[config.mk]
export PLATFORM = sky130hd
export DESIGN_NAME = triangle_channel_ctrl
export DESIGN_NICKNAME = d
export VERILOG_FILES = /design/src/rtl/triangle_channel_ctrl.sv
export SDC_FILE = /design/constraint.sdc
export NUM_CORES = 1
export LEC_CHECK = 0
export ABC_AREA = 1
export BUFFER_PORTS_ARGS = -buffer_cell sky130_fd_sc_hd__buf_4
export CAP_MARGIN = 10
export CORE_UTILIZATION = 55
export CTS_CLUSTER_DIAMETER = 30
export DETAILED_ROUTE_END_ITERATION = 10
export HOLD_SLACK_MARGIN = 0.12
export PLACE_DENSITY = 0.71
export SYNTH_ARGS = -nofsm -noshare
export SYNTH_HDL_FRONTEND = slang
export SYNTH_SLANG_ARGS = --single-unit
[constraint.sdc]
create_clock -name iClk -period 1.9 [get_ports iClk]
set_clock_uncertainty 0.15 [all_clocks]
set_input_delay 0.38 -clock iClk [delete_from_list [all_inputs] [get_ports iClk]]
set_output_delay 0.38 -clock iClk [all_outputs]
set_load 0.1 [all_outputs]
[src/rtl/triangle_channel_ctrl.sv]
// Triangle channel control: register decode, period timer, linear and length counters.
// Produces the step enable for the waveform sequencer and the $4015 active status bit.
module triangle_channel_ctrl (
    input  logic       iClk,
    input  logic       iReset,
    input  logic       iWrEn,
    input  logic [1:0] iAddr,
    input  logic [7:0] iData,
    input  logic       iChanEn,
    input  logic       iQuarterFrame,
    input  logic       iHalfFrame,
    output logic       oStep,
    output logic       oActive
);

    localparam int unsigned PERIOD_W = 11;
    localparam int unsigned LIN_W    = 7;
    localparam int unsigned LEN_W    = 8;

    logic                ctrlFlag,   ctrlFlagNext;
    logic [LIN_W-1:0]    reloadVal,  reloadValNext;
    logic [PERIOD_W-1:0] period,     periodNext;
    logic [PERIOD_W-1:0] timer,      timerNext;
    logic [LIN_W-1:0]    linearCnt,  linearCntNext;
    logic [LEN_W-1:0]    lengthCnt,  lengthCntNext;
    logic                reloadFlag, reloadFlagNext;
    logic                stepNext;
    logic                activeNext;

    logic wr4008;
    logic wr400A;
    logic wr400B;
    logic timerExpired;

    // Length counter load table indexed by $400B bits 7:3
    function automatic logic [LEN_W-1:0] lengthLookup(input logic [4:0] idx);
        case (idx)
            5'd0:  lengthLookup = LEN_W'(10);
            5'd1:  lengthLookup = LEN_W'(254);
            5'd2:  lengthLookup = LEN_W'(20);
            5'd3:  lengthLookup = LEN_W'(2);
            5'd4:  lengthLookup = LEN_W'(40);
            5'd5:  lengthLookup = LEN_W'(4);
            5'd6:  lengthLookup = LEN_W'(80);
            5'd7:  lengthLookup = LEN_W'(6);
            5'd8:  lengthLookup = LEN_W'(160);
            5'd9:  lengthLookup = LEN_W'(8);
            5'd10: lengthLookup = LEN_W'(60);
            5'd11: lengthLookup = LEN_W'(10);
            5'd12: lengthLookup = LEN_W'(14);
            5'd13: lengthLookup = LEN_W'(12);
            5'd14: lengthLookup = LEN_W'(26);
            5'd15: lengthLookup = LEN_W'(14);
            5'd16: lengthLookup = LEN_W'(12);
            5'd17: lengthLookup = LEN_W'(16);
            5'd18: lengthLookup = LEN_W'(24);
            5'd19: lengthLookup = LEN_W'(18);
            5'd20: lengthLookup = LEN_W'(48);
            5'd21: lengthLookup = LEN_W'(20);
            5'd22: lengthLookup = LEN_W'(96);
            5'd23: lengthLookup = LEN_W'(22);
            5'd24: lengthLookup = LEN_W'(192);
            5'd25: lengthLookup = LEN_W'(24);
            5'd26: lengthLookup = LEN_W'(72);
            5'd27: lengthLookup = LEN_W'(26);
            5'd28: lengthLookup = LEN_W'(16);
            5'd29: lengthLookup = LEN_W'(28);
            5'd30: lengthLookup = LEN_W'(32);
            default: lengthLookup = LEN_W'(30);
        endcase
    endfunction

    assign wr4008       = iWrEn && (iAddr == 2'd0);
    assign wr400A       = iWrEn && (iAddr == 2'd2);
    assign wr400B       = iWrEn && (iAddr == 2'd3);
    assign timerExpired = (timer == PERIOD_W'(0));

    // Next-state logic for all channel control state
    always_comb begin
        ctrlFlagNext   = ctrlFlag;
        reloadValNext  = reloadVal;
        periodNext     = period;
        timerNext      = timer;
        linearCntNext  = linearCnt;
        lengthCntNext  = lengthCnt;
        reloadFlagNext = reloadFlag;

        if (wr4008) begin
            ctrlFlagNext  = iData[7];
            reloadValNext = iData[6:0];
        end
        if (wr400A) begin
            periodNext[7:0] = iData;
        end
        if (wr400B) begin
            periodNext[10:8] = iData[2:0];
        end

        // Reload uses the period currently held, so period writes never restart a count
        if (timerExpired) begin
            timerNext = period;
        end else begin
            timerNext = timer - PERIOD_W'(1);
        end

        if (iQuarterFrame) begin
            if (reloadFlag) begin
                linearCntNext = reloadVal;
            end else if (linearCnt != LIN_W'(0)) begin
                linearCntNext = linearCnt - LIN_W'(1);
            end
            if (!ctrlFlag) begin
                reloadFlagNext = 1'b0;
            end
        end
        // A $400B write always leaves the reload flag set, even alongside a quarter frame
        if (wr400B) begin
            reloadFlagNext = 1'b1;
        end

        if (!iChanEn) begin
            lengthCntNext = LEN_W'(0);
        end else if (wr400B) begin
            lengthCntNext = lengthLookup(iData[7:3]);
        end else if (iHalfFrame && !ctrlFlag && (lengthCnt != LEN_W'(0))) begin
            lengthCntNext = lengthCnt - LEN_W'(1);
        end
    end

    // Step is suppressed for periods below 2 to keep the channel out of the ultrasonic range
    always_comb begin
        stepNext   = timerExpired && (lengthCnt != LEN_W'(0)) &&
                     (linearCnt != LIN_W'(0)) && (period >= PERIOD_W'(2));
        activeNext = (lengthCnt != LEN_W'(0));
    end

    always_ff @(posedge iClk or posedge iReset) begin
        if (iReset) begin
            ctrlFlag   <= 1'b0;
            reloadVal  <= '0;
            period     <= '0;
            timer      <= '0;
            linearCnt  <= '0;
            lengthCnt  <= '0;
            reloadFlag <= 1'b0;
            oStep      <= 1'b0;
            oActive    <= 1'b0;
        end else begin
            ctrlFlag   <= ctrlFlagNext;
            reloadVal  <= reloadValNext;
            period     <= periodNext;
            timer      <= timerNext;
            linearCnt  <= linearCntNext;
            lengthCnt  <= lengthCntNext;
            reloadFlag <= reloadFlagNext;
            oStep      <= stepNext;
            oActive    <= activeNext;
        end
    end

endmodule
# Word level (Yosys, flattened, before mapping)
# Memory sizes are Yosys's and may differ from the RTL's.
# Index checks and enable logic that the tools add are counted.
# classes
add_sub_neg	3
order_cmp	1
eq_ne	4
muxes	9
n_reduce_logical	17
# ops
operator	count
2-to-1 mux 8 bit	3
2-to-1 mux 7 bit	2
>= comparator 11 x 2 -> 1 bit (second input constant)	1
zero test 11 bit	1
2-to-1 mux 11 bit	1
subtractor 11 x 1 -> 11 bit (second input constant)	1
logical AND 1 bit	8
nonzero test 8 bit	1
subtractor 8 x 1 -> 8 bit (second input constant)	1
nonzero test 7 bit	1
subtractor 7 x 1 -> 7 bit (second input constant)	1
== test 2 bit (second input constant)	2
AND reduction 2 bit	2
nonzero test 2 bit	2
2-to-1 mux 1 bit	3
inequality test 3 x 1 -> 1 bit (second input constant)	1
zero test 2 bit	1
inequality test 2 x 1 -> 1 bit (second input constant)	1
zero test 1 bit	1
# word_totals
ff_bits	48
mem_bits_ro	224
inputBits	16
output_inout_bits	2
word_cells	45
mem_count	1
# mem_list
memory	words	word_bits	rd	rd_ports_with_merged_regs	write_ports	line_no	rtl
(no name shown)	32	7	1	0	0	37	case (idx)

# Longest topological paths before layout
# Gate-level depths: netlist of run 1.
# logic_depth
depth_word	6
ltp_mapped	10
depth_no_buf	10

# Worst setup path before layout of run 1
# No wires, ideal clock.
# synth_timing
path_type	register -> register
start	register lengthCnt[0]
end	register lengthCnt[1]
setup_time_ns	0.121
arrival_time_ns	1.234
required_time_ns	1.629
path_slack_ns	0.395
stages_incl_launch_ff	8
n_path_buf	0
synth_period_minus_slack_ns	1.505
path_cell_list	dfrtp_1 inv_1 ha_1 nand2_2 o21ai_4 nand2_2 nand2_2 o21ai_1
# synth_via
elab_chain_cells	4
word_cells_on_any_way	7
cone_classes	1 x add/sub; 1 x eq/ne; 3 x mux; 2 x reduce/logical
# synth_lines
item	line_no	rtl
start, declared	25	logic [LEN_W-1:0] lengthCnt, lengthCntNext;
start signal, assigned	154	lengthCnt <= lengthCntNext;
subtractor 8 x 1 -> 8 bit	126	lengthCntNext = lengthCnt - LEN_W'(1);
2-to-1 mux 8 bit	125	end else if (iHalfFrame && !ctrlFlag && (lengthCnt != LEN_W'(0))) begin
2-to-1 mux 8 bit	123	end else if (wr400B) begin
2-to-1 mux 8 bit	121	if (!iChanEn) begin
# Several ways; a longest one is shown, not always the timed one. The select of a mux whose other input is x is not followed.
# A chain may end at the register's enable or synchronous reset.

# Worst setup path after layout of run 1
# layout_timing
start	register lengthCnt[0]
end	register lengthCnt[4]
# Same word-level chain as after synthesis.

==> results of run 1 <==
==> registers in the layout (all words and copies together) (netlist names) <==
| signal | count |
|---|---|
| period | 11 |
| timer | 11 |
| lengthCnt | 8 |
| linearCnt | 7 |
| reloadVal | 7 |
| ctrlFlag | 1 |
| oActive | 1 |
| oStep | 1 |
| reloadFlag | 1 |
==> worst max-delay path: stages, from the launching register on <==
cell and delay [ps]:
dfrtp_1 380, inv_1 120, ha_1 220, nand2_2 110, o21ai_4 240, buf_4 180
nand3_1 80, o21ai_1 80
==> worst max path at each step <==
stage,to,slack [ps],cells after the start,startpoint
6_report,lengthCnt[4],280,7,lengthCnt[0]
5_1_grt,linearCnt[4],180,8,linearCnt[4]
4_1_cts,lengthCnt[4],270,7,lengthCnt[0]
3_5_place_dp,lengthCnt[4],190,8,iData[3]
3_3_place_gp,lengthCnt[4],210,8,iData[3]
2_1_floorplan,ctrlFlag,230,1,iReset
==> routing by layer <==
layer	vias up	track usage [%]	part of all wire, %
li1	1299	-	-
met4	0	6.62	1.1
met1	1187	32.2	46
met5	-	0	0
met2	50	43.9	50
met3	8	3.84	2.9
==> through the flow <==
stage	total power [W]	setup WS [ps]	hold WS [ps]	cell area, um2	std cells
finish	0.00378	281	174	3160	474
global route	0.00409	183	197	3160	474
CTS	0.00380	266	168	3160	474
detailed placement	0.00316	194	296	3050	465
global placement	0.00310	214	299	3050	465
floorplan	0.00276	226	291	2830	384
==> power groups by stage <==
stage | combinational, W | sequential [W] | clock [W]
finish | 0.00155 | 0.00159 | 0.000637
global route | 0.00176 | 0.00164 | 0.000694
global placement | 0.00149 | 0.00160 | 0
detailed placement | 0.00155 | 0.00161 | 0
floorplan | 0.00117 | 0.00159 | 0
CTS | 0.00155 | 0.00159 | 0.000649
==> Yosys cell counts (all sizes together) <==
library cell / number / area, um2
nand4: 7 / 43.8
ha: 11 / 138
o21ai: 52 / 272
nand2: 115 / 442
clkbuf: 4 / 15.0
a31oi: 2 / 12.5
dfrtp: 48 / 1200
nand3b: 3 / 26.3
nand3: 38 / 195
o31ai: 2 / 15.0
or2: 3 / 18.8
nor4: 2 / 12.5
xnor2: 2 / 17.5
buf: 5 / 37.5
a21oi: 10 / 53.8
o21bai: 1 / 7.51
nor3: 2 / 10.0
inv: 35 / 131
nor2: 42 / 183
==> repair_timing <==
item,in CTS,in global routing
endpoints found under the hold margin,48,0
buffers inserted,0,0
hold buffers,1,0
==> kinds of logic after synthesis <==
| family | Yosys count | synth area share, % |
|---|---|---|
| fa+ha+maj | 11 | 4.86 |
| flops | 48 | 42.4 |
| xor+xnor | 2 | 0.619 |
| simple gates | 212 | 32.9 |
| compound gates | 67 | 12.7 |
| buf+inv | 44 | 6.50 |
==> area by class of cell <==
| class | instances | area (um2) | share of cell area [%] |
|---|---|---|---|
| sequential | 48 | 1200 | 38.1 |
| tap | 67 | 83.8 | 2.66 |
| inverter | 35 | 131 | 4.16 |
| clock inverter | 2 | 15.0 | 0.476 |
| multi-input combinational | 292 | 1450 | 45.8 |
| clock buffer | 6 | 82.6 | 2.62 |
| timing repair buffer | 24 | 195 | 6.19 |
==> metrics.txt, run 1 <==
Syn. warnings 0; Starting Density 58.4%; first-pass GRT wire length 10300 um; Slew headroom 64.3%; CTS tree done; Synth Instances 384; Clock Latency Late Sink 300 ps; register share of total power 42.2%; # setup viols final 0; Remaining Overflow, GRT 0; unrepaired setup endpoints after global routing false; vias in the first global route 2303; DRC viols 0; Arrival @ worst endpoint 1700 ps; synth-to-layout area growth 11.4%; hold crit path type in2reg; Mapped Area 2830 um2; Ant. Diodes 0; largest net degree at the start of global routing 49; commonest non-fill, non-tap cell in the layout nand2_1; VDD IR max 0.000623 V; Final ANT Viol Nets 0; Final Util 65.1%; Clock transition at path regs 90 ps; worst reg-to-reg setup slack 280 ps; I/O Buffers 17; Cell Rows 25; Psw 0.00157 W; max-cap viol count 0; worst setup path class reg2reg; post-layout min period 1620 ps; maximum clock frequency 0.618 GHz; most frequent cells in the layout nand2_1 (111), dfrtp_1 (48), o21ai_0 (43), nand3_1 (37), nor2_1 (36); cts repair resizes 0; sw frac 41.6%; Filler Cell Count 470; vias per cell 5.37; DR vias 2544; syn_area_per_cell 7.37 um2; Critical Path Start Type register; Reg-to-Reg Start lengthCnt[0]; R2R cell count 7; hold depth 4; hpwl dp 4700 um; Synth Net Count 411; Synth Register Bits 48; Lkg Pwr 1.57 nW; antenna violations before repair 0; post-synthesis sequential area ratio 42.4%; GPL Wtd Cong 0.891; die area 5440 um2; Final Hold Fails 0; Total Routed Length 6280 um; die height 73.8 um; share of post-route cells with drive strength above 1 12.0%; Die X 73.8 um; Slew @ Worst Pin 534 ps; CTS Buf Count 5; DRT iter0 DRCs 130; outcome finished clean; Hold Path End linearCnt[6]; Pint 0.00221 W; combinational power share 41.0%; Root Driver clkbuf_8; setup TNS 0 ps; Crit path required time 1980 ps; fin nets 433; post-synth cell types 31; Power per Cell Area 1200 nW/um2; total track usage 25.1%; Routed WL per cell 13.2 um; clock buffer depth 2; Final Max Slew Viols 0; io pins 18; Placeable Area 4850 um2; Clk pwr share 16.9%; Worst R2R End lengthCnt[4]; drt pass-1 iters 5; worst hold path startpoint iQuarterFrame; Worst Path Max Fanout 5; final worst-path cycle share 85.2%; Worst Setup End Kind register; H-Tree Level Count 2; Num Clock Sinks 48
Note: power is estimated with default switching activity, not from simulation.
==> run 2: changes to the inputs <==
--- a/config.mk
+++ b/config.mk
@@ -8,2 +8,3 @@
 export ABC_AREA = 1
+export ABC_CLOCK_PERIOD_IN_PS = 1900
 export BUFFER_PORTS_ARGS = -buffer_cell sky130_fd_sc_hd__buf_4
==> constraint.sdc (replaced) <==
create_clock -name iClk -period 1.9 [get_ports iClk]
set_clock_uncertainty 0.15 [all_clocks]
set_input_delay 0.095 -clock iClk [delete_from_list [all_inputs] [get_ports iClk]]
set_output_delay 0.095 -clock iClk [all_outputs]
set_load 0.1 [all_outputs]
==> metrics.txt, run 2 (synthesis gave the netlist of run 1 again) <==
outcome finished clean (unchanged); Psw 0.00156 W (was 0.00157 W); CTS tree done (unchanged); Ant. Diodes 0 (unchanged); Num Clock Sinks 48 (unchanged); Root Driver clkbuf_8 (unchanged); clock buffer depth 2 (unchanged); synth-to-layout area growth 13.7% (was 11.4%); hpwl dp 4540 um (was 4700 um); Worst Path Max Fanout 6 (was 5); Critical Path Start Type input pin (was register); vias in the first global route 2354 (was 2303); final worst-path cycle share 91.6% (was 85.2%); I/O Buffers 17 (unchanged); worst setup path class in2reg (was reg2reg); setup slack after placement 250 ps (was 194 ps); # setup viols final 0 (unchanged); H-Tree Level Count 2 (unchanged); Die X 73.8 um (unchanged); register share of total power 42.3% (was 42.2%); Clock transition at path regs 90 ps (about the same); Cell Rows 25 (unchanged); Routed WL per cell 12.6 um (was 13.2 um); combinational power share 40.6% (was 41.0%); io pins 18 (unchanged); post-CTS setup buffer count 0 (unchanged); setup TNS 0 ps (unchanged); Power per Cell Area 1170 nW/um2 (was 1200 nW/um2); Total Routed Length 6080 um (was 6280 um); die height 73.8 um (unchanged); Clock Latency Late Sink 300 ps (about the same); die area 5440 um2 (unchanged); CTS Buf Count 5 (unchanged); Remaining Overflow, GRT 0 (unchanged); Worst Setup End Kind register (unchanged); commonest non-fill, non-tap cell in the layout nand2_1 (unchanged); post-layout min period 1740 ps (was 1620 ps); DRC viols 0 (unchanged); total track usage 24.6% (was 25.1%); antenna violations before repair 0 (unchanged); Placeable Area 4850 um2 (unchanged); fin nets 440 (was 433); VDD IR max 0.000768 V (was 0.000623 V); Slew headroom 60.2% (was 64.3%); Starting Density 58.4% (unchanged); drt pass-1 iters 4 (was 5); share of post-route cells with drive strength above 1 11.4% (was 12.0%); unrepaired setup endpoints after global routing false (unchanged); max-cap viol count 0 (unchanged); hold crit path type in2reg (unchanged); PnR Total Power 0.00376 W (was 0.00378 W); Crit path required time 1950 ps (was 1980 ps); first-pass GRT wire length 10300 um (about the same); Final Max Slew Viols 0 (unchanged); sw frac 41.5% (was 41.6%); most frequent cells in the layout nand2_1 (111), dfrtp_1 (48), o21ai_0 (43), nand3_1 (37), nor2_1 (36) (unchanged); Clk pwr share 17.1% (was 16.9%); Pint 0.00220 W (was 0.00221 W); Slew @ Worst Pin 598 ps (was 534 ps); maximum clock frequency 0.575 GHz (was 0.618 GHz); GPL Wtd Cong 0.944 (was 0.891); post-route setup slack 159 ps (was 281 ps); Arrival @ worst endpoint 1790 ps (was 1700 ps); DR vias 2519 (was 2544); Lkg Pwr 1.60 nW (was 1.57 nW); DRT iter0 DRCs 128 (was 130); largest net degree at the start of global routing 49 (unchanged); Final ANT Viol Nets 0 (unchanged); Final Hold Fails 0 (unchanged); Filler Cell Count 442 (was 470); Largest regs period (11), timer (11), lengthCnt (8) (unchanged); vias per cell 5.24 (was 5.37)
[run 2: cell count changes in the layout (fill, tap and decap cells not counted), sizes merged]
cell         change
buf              -2
dlygate4sd3      +9
[run 2: path summary, 6_finish.rpt]
check	from	end	slack, ps	cells after the start
worst max-delay path	iData[4]	lengthCnt[4]	160	9
worst min-delay path	iWrEn	period[8]	130	3
worst max register to register	lengthCnt[0]	lengthCnt[1]	240	7
worst min register to register	linearCnt[5]	linearCnt[5]	340	2
max in group asynchronous	iReset	linearCnt[6]	840	4
min in group asynchronous	iReset	timer[9]	360	4
[run 2: layout make-up]
cell class | count | area (um2) | area share (%)
Clock inverter | 2 | 15.0 | 0.467
Timing Repair Buffer | 31 | 258 | 8.01
Clock buffer | 6 | 82.6 | 2.57
Inverter | 35 | 131 | 4.08
Tap cell | 67 | 83.8 | 2.60
Multi-Input combinational cell | 292 | 1450 | 44.9
Sequential cell | 48 | 1200 | 37.3
[run 2: stage by stage]
| step | util [%] | instance area (um2) | hold WS, ps | instances |
|---|---|---|---|---|
| 6_report | 66.4 | 3220 | 134 | 481 |
| 5_1_grt | 66.4 | 3220 | 150 | 481 |
| 4_1_cts | 66.4 | 3220 | 126 | 481 |
| 3_5_place_dp | 62.3 | 3020 | 153 | 463 |
| 3_3_place_gp | 62.3 | 3020 | 147 | 463 |
| 2_1_floorplan | - | 2830 | 96.8 | 384 |
[run 2: power by group through the flow]
stage	clock [W]	sequential, W	combinational (W)
6_report	0.000643	0.00159	0.00153
5_1_grt	0.000694	0.00163	0.00176
4_1_cts	0.000659	0.00158	0.00153
3_5_place_dp	0	0.00161	0.00151
3_3_place_gp	0	0.00159	0.00147
2_1_floorplan	0	0.00159	0.00117
[run 2: repair_timing]
| item | CTS | global route |
|---|---|---|
| hold endpoints to repair | 70 | 0 |
| gates resized for setup | 0 | 0 |
| endpoints found under the setup margin | 0 | 0 |
| hold buffers | 10 | 0 |
[run 2: layer usage]
layer	track usage, %	routed length, um	up-vias
li1	-	-	1314
met1	31.3	2870	1149
met2	43.9	2980	49
met3	3.29	169	7
met4	5.98	57	0
met5	0	0	-
[run 2: worst max-delay path, cell delays in order]
cell           delay [ps]
dlygate4sd3_1         540
buf_4                 150
inv_1                 190
ha_1                  290
nand3b_1              160
nand3_1               120
nand3_1               100
nand2_1                90
o21ai_1                60
